<file path="config.mk">
export PLATFORM = sky130hd
export DESIGN_NAME = order_ingress_sequencer
export DESIGN_NICKNAME = d
export VERILOG_FILES = /design/src/rtl/order_ingress_sequencer.sv
export SDC_FILE = /design/constraint.sdc
export NUM_CORES = 1
export LEC_CHECK = 0
export CORE_ASPECT_RATIO = 0.5
export CORE_UTILIZATION = 35
export DETAILED_ROUTE_END_ITERATION = 10
export GPL_TIMING_DRIVEN = 0
export PLACE_DENSITY = 0.61
export SYNTH_ARGS = -nofsm -noshare
export SYNTH_HDL_FRONTEND = slang
export SYNTH_SLANG_ARGS = --single-unit
export TNS_END_PERCENT = 30
</file>
<file path="constraint.sdc">
create_clock -name clk -period 7.3 [get_ports clk]
set_input_delay 1.46 -clock clk [delete_from_list [all_inputs] [get_ports clk]]
set_output_delay 1.46 -clock clk [all_outputs]
set_load 0.03 [all_outputs]
</file>
<file path="src/rtl/order_ingress_sequencer.sv">
// Ingress sequencer: buffers order/max-limit messages in a FIFO and issues them one at a
// time to the risk stage, waiting for completion or a timeout between messages.
module order_ingress_sequencer #(
    parameter int AMT_W   = 32,
    parameter int CID_W   = 5,
    parameter int DEPTH   = 8,
    parameter int TIMEOUT = 64,
    parameter int CNT_W   = 16
) (
    input  logic             clk,
    input  logic             rst,
    input  logic             msg_valid,
    output logic             msg_ready,
    input  logic             msg_is_max,
    input  logic [CID_W-1:0] msg_client_id,
    input  logic [AMT_W-1:0] msg_amount,
    output logic [CID_W-1:0] client_id,
    output logic [AMT_W-1:0] amount,
    output logic             new_order,
    output logic             new_max,
    input  logic             stage_done,
    output logic             busy,
    output logic             timeout_pulse,
    output logic [CNT_W-1:0] orders_issued,
    output logic [CNT_W-1:0] maxes_issued,
    output logic [CNT_W-1:0] timeouts
);
    localparam int PW = $clog2(DEPTH);
    localparam int WW = $clog2(TIMEOUT);
    localparam logic [PW:0]   FULL_CNT  = (PW+1)'(DEPTH);
    localparam logic [WW-1:0] WAIT_LAST = WW'(TIMEOUT - 1);

    typedef struct packed {
        logic             is_max;
        logic [CID_W-1:0] cid;
        logic [AMT_W-1:0] amt;
    } msg_t;

    typedef enum logic [1:0] {IDLE, ISSUE, WAIT} state_t;

    state_t        state;
    msg_t          mem [DEPTH];
    msg_t          head;
    logic [PW-1:0] wr_ptr, rd_ptr;
    logic [PW:0]   count, count_next;
    logic [WW-1:0] wait_cnt;
    logic          push, pop;

    assign push = msg_valid && msg_ready;
    assign pop  = (state == IDLE) && (count != '0);
    assign head = mem[rd_ptr];

    always_comb begin
        count_next = count;
        if (push && !pop)
            count_next = count + 1'b1;
        else if (!push && pop)
            count_next = count - 1'b1;
    end

    always_ff @(posedge clk) begin
        if (push)
            mem[wr_ptr] <= '{is_max: msg_is_max, cid: msg_client_id, amt: msg_amount};
    end

    // Pointers are PW bits wide, so they wrap modulo DEPTH on their own.
    always_ff @(posedge clk or posedge rst) begin
        if (rst) begin
            wr_ptr    <= '0;
            rd_ptr    <= '0;
            count     <= '0;
            msg_ready <= 1'b1;
        end else begin
            if (push) wr_ptr <= wr_ptr + 1'b1;
            if (pop)  rd_ptr <= rd_ptr + 1'b1;
            count     <= count_next;
            msg_ready <= (count_next != FULL_CNT);
        end
    end

    always_ff @(posedge clk or posedge rst) begin
        if (rst) begin
            state         <= IDLE;
            client_id     <= '0;
            amount        <= '0;
            new_order     <= 1'b0;
            new_max       <= 1'b0;
            busy          <= 1'b0;
            timeout_pulse <= 1'b0;
            wait_cnt      <= '0;
            orders_issued <= '0;
            maxes_issued  <= '0;
            timeouts      <= '0;
        end else begin
            new_order     <= 1'b0;
            new_max       <= 1'b0;
            timeout_pulse <= 1'b0;
            case (state)
                IDLE: begin
                    if (pop) begin
                        client_id <= head.cid;
                        amount    <= head.amt;
                        new_order <= !head.is_max;
                        new_max   <= head.is_max;
                        if (head.is_max) maxes_issued  <= maxes_issued + 1'b1;
                        else             orders_issued <= orders_issued + 1'b1;
                        busy      <= 1'b1;
                        state     <= ISSUE;
                    end
                end
                ISSUE: begin
                    wait_cnt <= '0;
                    state    <= WAIT;
                end
                WAIT: begin
                    // Completion takes priority over a coincident expiry.
                    if (stage_done) begin
                        busy  <= 1'b0;
                        state <= IDLE;
                    end else if (wait_cnt == WAIT_LAST) begin
                        timeout_pulse <= 1'b1;
                        timeouts      <= timeouts + 1'b1;
                        busy          <= 1'b0;
                        state         <= IDLE;
                    end else begin
                        wait_cnt <= wait_cnt + 1'b1;
                    end
                end
                default: begin
                    busy  <= 1'b0;
                    state <= IDLE;
                end
            endcase
        end
    end
endmodule

</file>
## Word-level counts from Yosys, hierarchy flattened

Memories as Yosys holds them, arrays and structs flattened.
Index checks and enable logic that the tools add are counted.

- Memories: 1
- Bits in latches: 0
- Bits in writable memories: 304
- Bits in registers: 108
- Output and inout bits: 90
- ROM bits: 0

- Multipliers: 0
- Shifts and indexed selects: 0
- Eq/ne operators: 8
- $lt $le $gt $ge: 0
- Reductions and logical operators: 17
- Divide/modulo/power cells: 0
- $add $sub $neg: 8
- Multiplexer cells: 22
- Bitwise logic cells: 3

Memory list:

| memory | depth | width | read ports | clocked after Yosys merged registers in | wr ports | RTL line | text |
|---|---|---|---|---|---|---|---|
| mem | 8 | 38 | 1 | 0 | 1 | 42 | `msg_t mem [DEPTH];` |

Operators with widths:

| operator | number |
|---|---|
| $add 16x1->16 const B | 3 |
| $reduce_and 3->1 | 5 |
| $mux 1 | 12 |
| $mux 6 | 2 |
| $pmux 6 s2 | 1 |
| $mux 4 | 2 |
| $add 3x1->3 const B | 2 |
| $add 6x1->6 const B | 1 |
| $eq 6x6->1 const B | 1 |
| $mux 2 | 3 |
| $ne 2x2->1 const B | 3 |
| $pmux 2 s3 | 1 |
| $add 4x1->4 const B | 1 |
| $logic_and 1x1->1 | 4 |
| $ne 4x4->1 const B | 1 |
| $reduce_and 2->1 | 2 |
| $reduce_bool 4->1 | 1 |
| $sub 4x1->4 const B | 1 |
| $logic_not 1->1 | 3 |
| $ne 3x3->1 const B | 1 |
| $not 1->1 | 3 |
| $pmux 1 s3 | 1 |
| $eq 2x1->1 const B | 1 |
| $eq 2x2->1 const B | 1 |
| 2 further kinds | 2 |

## Longest topological paths before layout

Gate-level depths: netlist (run 1).

- Word-level depth: 6
- Depth in mapped cells: 9
- Depth with buffers taken out: 8

## Least setup slack after synthesis (run 1)

No wires, ideal clock.

- Kind: input port to flip-flop
- From: in msg_valid
- To: mem mem[0][0] in the netlist's numbering, enable pin
- Buffers on the path: 1
- Stages on the path: 3
- Setup time: 0.528 ns
- Data required time: 6.772 ns
- Slack: 1.378 ns
- Arrival time: 5.394 ns
- Cell sequence: nand2_1 > buf_2 > nor4_1

- Word-level cells in the longest chain between the ends: 3

RTL lines:

| item | RTL line | text |
|---|---|---|
| from (decl) | 12 | `input logic msg_valid,` |
| $logic_and 1x1->1 | 49 | `assign push = msg_valid && msg_ready;` |
| $mux 1 | 62 | `if (push)` |
| $mux 1 (implied by the code) | 63 | `mem[wr_ptr] <= '{is_max: msg_is_max, cid: msg_client_id, amt: msg_amount};` |
| to (decl) | 42 |  |

No other way between the ends.

## Worst setup path in the final report (run 1)

- From: in msg_valid
- To: mem mem[6][19] in the netlist's numbering, enable pin

The elaborated chain is that of the path after synthesis.

==> results of run 1 <==
worst max-delay path, cell delays in order:
cell and delay (ps):
clkdlybuf4s50_1 610, nand2_1 190, buf_2 250, nor3_2 740
buf_6 240, buf_6 160, buf_6 150, buf_6 170
power by group:
part / internal, uW / switching, uW / leakage [uW]
registers: 2960 / 201 / 0.00416
logic: 1080 / 1500 / 0.00226
clock network: 1300 / 909 / 0.000693
total: 5350 / 2610 / 0.00711
final cells by class:
class                   instances  area share, %
well taps                     598           3.75
diodes                          1         0.0126
repair buffers                161           8.32
clock buffers                  52           5.76
multi-input cells             418           20.2
plain buffers                  39          0.992
inverters                       6          0.138
flip-flops and latches        412           59.4
clock inverters                24           1.39
cell families (layout without fill, tap and decap cells):
| group | after synthesis | in the layout | synth area share (%) |
|---|---|---|---|
| AND/OR/NAND/NOR | 180 | 180 | 6.02 |
| multiplexers | 119 | 119 | 13.2 |
| buffers and inverters | 45 | 282 | 1.37 |
| other | 0 | 1 | 0 |
| adder cells (fa/ha/maj) | 8 | 8 | 0.624 |
| flip-flops | 412 | 412 | 73.8 |
| AO/OA/AOI/OAI | 57 | 57 | 2.03 |
| XOR/XNOR | 54 | 54 | 2.95 |
cell usage after synthesis, drive strengths merged:
master	instances
a31o	2
xnor2	29
nor3	15
and2b	1
and3b	1
o21ai	40
xor2	25
mux4	74
a31oi	6
or4b	1
nand2b	3
o2111ai	1
dfrtp	107
and2	1
dfstp	1
nor2	15
a311oi	2
nor2b	2
a221oi	1
and4	5
clkbuf	13
nand3	22
o21bai	1
edfxtp	304
nor4	9
a21oi	2
inv	6
and3	9
or3b	2
nand4	13
mux2	4
nand3b	2
a22o	2
nor4b	4
mux2i	41
ha	8
buf	26
nand2	75
per-layer routing:
metal  vias to the layer above  global-route usage, %  wire length [um]
met5                         -                      0                 0
met4                         0                   4.55               726
met3                        52                   2.61              1420
met2                       178                   26.9             18100
met1                      4478                   19.7             15200
li1                       3833                      -                 -
sequential cells by signal (all words and copies together), names as in the netlist, 2 cells and up:
| signal | cells |
|---|---|
| orders_issued | 16 |
| client_id | 5 |
| state | 2 |
| wr_ptr | 3 |
| amount | 32 |
| wait_cnt | 6 |
| count | 4 |
| rd_ptr | 3 |
| timeouts | 16 |
| maxes_issued | 16 |
| mem | 304 |
stage by stage:
step / setup WS [ps] / cell area, sq um
2_1_floorplan: 1380 / 16000
6_report: 3570 / 19900
3_5_place_dp: 2990 / 18500
5_1_grt: 3480 / 19900
3_3_place_gp: -3170 / 18100
4_1_cts: 3560 / 19900
worst max path at each step:
| stage | startpoint | end | slack (ps) | cells after the start |
|---|---|---|---|---|
| after floorplan | msg_valid | mem[0][0] | 1380 | 3 |
| after global placement | msg_valid | mem[0][12] | -3170 | 4 |
| after detailed placement | msg_valid | mem[6][13] | 2990 | 8 |
| after CTS | msg_valid | mem[6][19] | 3560 | 8 |
| after global routing | msg_valid | mem[6][19] | 3480 | 8 |
| final | msg_valid | mem[6][19] | 3570 | 8 |
==> metrics.txt, run 1 <==
Die Wd=305 um; DP HPWL=23.1 mm; Worst Setup Start Kind=primary input; Max Slew Vio Count=0; gpl congestion=0.749; Reg2Reg Capture Point=mem[6][19]; transition time at the pin with the least slew margin=921 ps; area occupied by multi-input gates=4030 sq um; Hold Slack=474 ps; die area=46700 sq um; layout cells sized above 1=19.5%; Seq/Total Area, Yosys=73.8%; vias in the first global route=8923; crit path DAT=3990 ps; Leak=0.00711 uW; RSZ-0062 raised after global routing=no; area leader, netlist=edfxtp_1; status=complete, no violations; Max-Slew Margin vs Limit=38.6%; largest net degree at the start of global routing=63; Seq cells post-synth=412; # placed instances=1634; drt via density=4.99; Min-Delay Endpoint=timeouts[15]; drt drc=0; Port Buffers=131; root buffer cell=clkbuf_16; kind of critical path=in -> reg; H-tree Lvls=2; worst hold path class=reg -> reg; Yosys warning count=0; hold path start=timeouts[15]; Worst-path clk slew=60 ps; Layout area overhead=24.2%; post-cts resize count=0; GRT overflow=0; initial antenna violation count=2; most frequent cells in the layout=304 x edfxtp_1, 131 x clkdlybuf4s50_1, 107 x dfrtp_1; clk_lat worst skew=570 ps; final hold violation count=0; crit-path max FO=10; final net count=1129; most common cell after layout, fill and taps aside=edfxtp_1; post-synthesis cell type count=49; max_cap viols=0; WL final=35.4 mm; # fillers=3900; deepest clock path buffer count=3; total negative slack=0 ps; via count=8541; fin util=44.1%; Storage cell area=11800 sq um; reg2reg start=msg_ready; initial detailed-routing violation count=521; Data required, critical path=7560 ps; core area=45200 sq um; setup bufs post-CTS=0; syn_area_per_cell=18.3 sq um; Final Setup Violations=0; CTS sink count=412; Ports=132; CTS tree=done; DR WL/cell=20.7 um; mapped cell area=16000 sq um; row count=55; die height=153 um; fin crit share=51.2%; R2R setup slack=4520 ps; initial core utilization=35.5%; fin cells=1711; total design power=7960 uW; CTS buffer count=41; Worst IR Drop VDD=176 uV; clock skew=25.8 ps; cts hold-fix bufs=0; Tmin final=3730 ps; Worst Hold Depth=1; Total GRT Usage=15.4%; share of the synthesized area in the top cell type=56.9%; post-route antenna net violation count=0; first-pass GRT wire length=54.3 mm; Cell Pwr Density=399 nW/um^2; synthesized instance count=875; top post-synthesis cells by area=edfxtp_1 57%, dfrtp_1 17%, mux4_2 10%; Max Clk Rate=268 MHz; Setup crit end kind=register; 1st-pass router iterations=7; R2R depth=7; Mapped Nets=925
(Power assumes the default switching activity.)
==> run 2: changes to the inputs <==
==> constraint.sdc (replaced) <==
create_clock -name clk -period 3.5 [get_ports clk]
set_input_delay 0.7 -clock clk [delete_from_list [all_inputs] [get_ports clk]]
set_output_delay 0.7 -clock clk [all_outputs]
set_load 0.03 [all_outputs]
==> run 2 against run 1 <==
  * Power increased by 100%
  * Final area decreased by 0.63%
  * Cell count decreased by 0.29%
  * Clock skew increased by 22 ps
  * Largest cell class unchanged
==> metrics.txt, run 2 (same netlist as run 1, synthesis figures left out) <==
status=complete, no violations; CTS tree=done; fin crit share=82.5%; Total GRT Usage=15.5%; most frequent cells in the layout=304 x edfxtp_1, 131 x clkdlybuf4s50_1, 107 x dfrtp_1; Max-Slew Margin vs Limit=35.8%; core area=45200 sq um; Leak=0.00702 uW; Worst-path clk slew=60 ps; Comb pwr share=33.4%; deepest clock path buffer count=3; GRT overflow=0; row count=55; Layout area overhead=23.5%; crit path from=msg_valid; kind of critical path=in -> reg; final net count=1125; layout cells sized above 1=18.4%; sequential power share=40.9%; sw power=5440 uW; Max Slew Vio Count=0; initial antenna violation count=1; setup bufs post-CTS=0; via count=8533; post-route antenna net violation count=0; transition time at the pin with the least slew margin=957 ps; die area=46700 sq um; final hold violation count=0; Switching Share=33.6%; DP HPWL=23.4 mm; CTS buffer count=40; Hold Slack=470 ps; root buffer cell=clkbuf_16; Tmin final=2890 ps; Data required, critical path=3760 ps; Max Clk Rate=346 MHz; Setup crit end kind=register; Top reg by flops=mem; Final Setup Violations=0; 1st-pass router iterations=5; largest net degree at the start of global routing=74; worst hold path class=reg -> reg; DR WL/cell=21.0 um; max_cap viols=0; initial detailed-routing violation count=546; initial core utilization=35.5%; # fillers=3847; drt via density=5.00; most common cell after layout, fill and taps aside=edfxtp_1; Worst IR Drop VDD=369 uV; Ports=132; H-tree Lvls=2; Worst Setup Start Kind=primary input; Die Wd=305 um; Cell Pwr Density=817 nW/um^2; cts hold-fix bufs=0; die height=153 um; post-cts resize count=0; hold path start=timeouts[15]; Port Buffers=131; CTS sink count=412; crit path DAT=3140 ps; clock group share of total power=25.7%; drt drc=0; vias in the first global route=9068; gpl congestion=0.735; max reg flops=304; clock skew=48.0 ps; Largest regs=mem x304, amount x32; first-pass GRT wire length=54.9 mm; WL final=35.9 mm; total design power=16200 uW; reg2reg start=count[0]; clk_lat worst skew=570 ps; RSZ-0062 raised after global routing=no; crit-path max FO=10; internal power=10700 uW
## run 2: cell count changes in the layout (fill, tap and decap cells not counted), moves of 2 or more
cell / previous run / this run
buf_8: 0 / 6
bufinv_16: 5 / 0
clkbuf_1: 17 / 25
clkinv_2: 5 / 3
buf_4: 14 / 7
clkinv_16: 0 / 2
clkbuf_16: 42 / 40
clkinvlp_4: 3 / 1
buf_6: 19 / 17
## run 2: final timing paths
path / end / slack [ps] / depth (start not counted)
setup / recovery: mem[2][16] / 610 / 7
hold / removal: timeouts[15] / 470 / 1
setup reg to reg: amount[1] / 770 / 9
hold reg to reg: timeouts[15] / 470 / 1
max in group asynchronous: msg_ready / 2180 / 3
min in group asynchronous: amount[27] / 550 / 2
## run 2: power by group through the flow
| stage | registers [uW] | logic [uW] | clock network (uW) |
|---|---|---|---|
| detailed placement | 6730 | 5500 | 0 |
| global placement | 6740 | 5200 | 0 |
| floorplan | 7180 | 2910 | 0 |
| CTS | 6630 | 5510 | 4240 |
| global route | 6700 | 5840 | 4430 |
| finish | 6620 | 5400 | 4160 |
## run 2: layout make-up
cell class / count / area (sq um) / area share, %
flip-flops and latches: 412 / 11800 / 59.8
multi-input cells: 418 / 4040 / 20.4
repair buffers: 158 / 1670 / 8.45
clock buffers: 59 / 1140 / 5.77
well taps: 598 / 748 / 3.78
plain buffers: 39 / 198 / 0.998
clock inverters: 15 / 134 / 0.676
inverters: 6 / 27.5 / 0.139
diodes: 1 / 2.50 / 0.0126
## run 2: worst max-delay path, stage by stage
cell and delay (ps):
clkdlybuf4s50_1 610, nand2_1 190, buf_2 250, nor3_2 790, buf_8 240, buf_6 170, buf_6 180
## run 2: per-layer routing
metal	up-vias	share of wire (%)	wire, um	global-route usage, %
met1	4463	42	15100	19.5
li1	3825	-	-	-
met4	0	2.2	783	4.59
met5	-	0	0	0
met3	65	4.1	1470	2.65
met2	180	52	18600	27.6
## run 2: through the flow
step	setup WS [ps]	cells	util [%]	instance area (sq um)	TNS, ps
after global placement	-4680	1604	40.0	18100	-1220240
after detailed placement	55.8	1631	41.0	18500	0
after floorplan	-646	875	-	16000	-96690
after global routing	507	1706	43.8	19800	0
final	611	1706	43.8	19800	0
after CTS	631	1705	43.8	19800	0
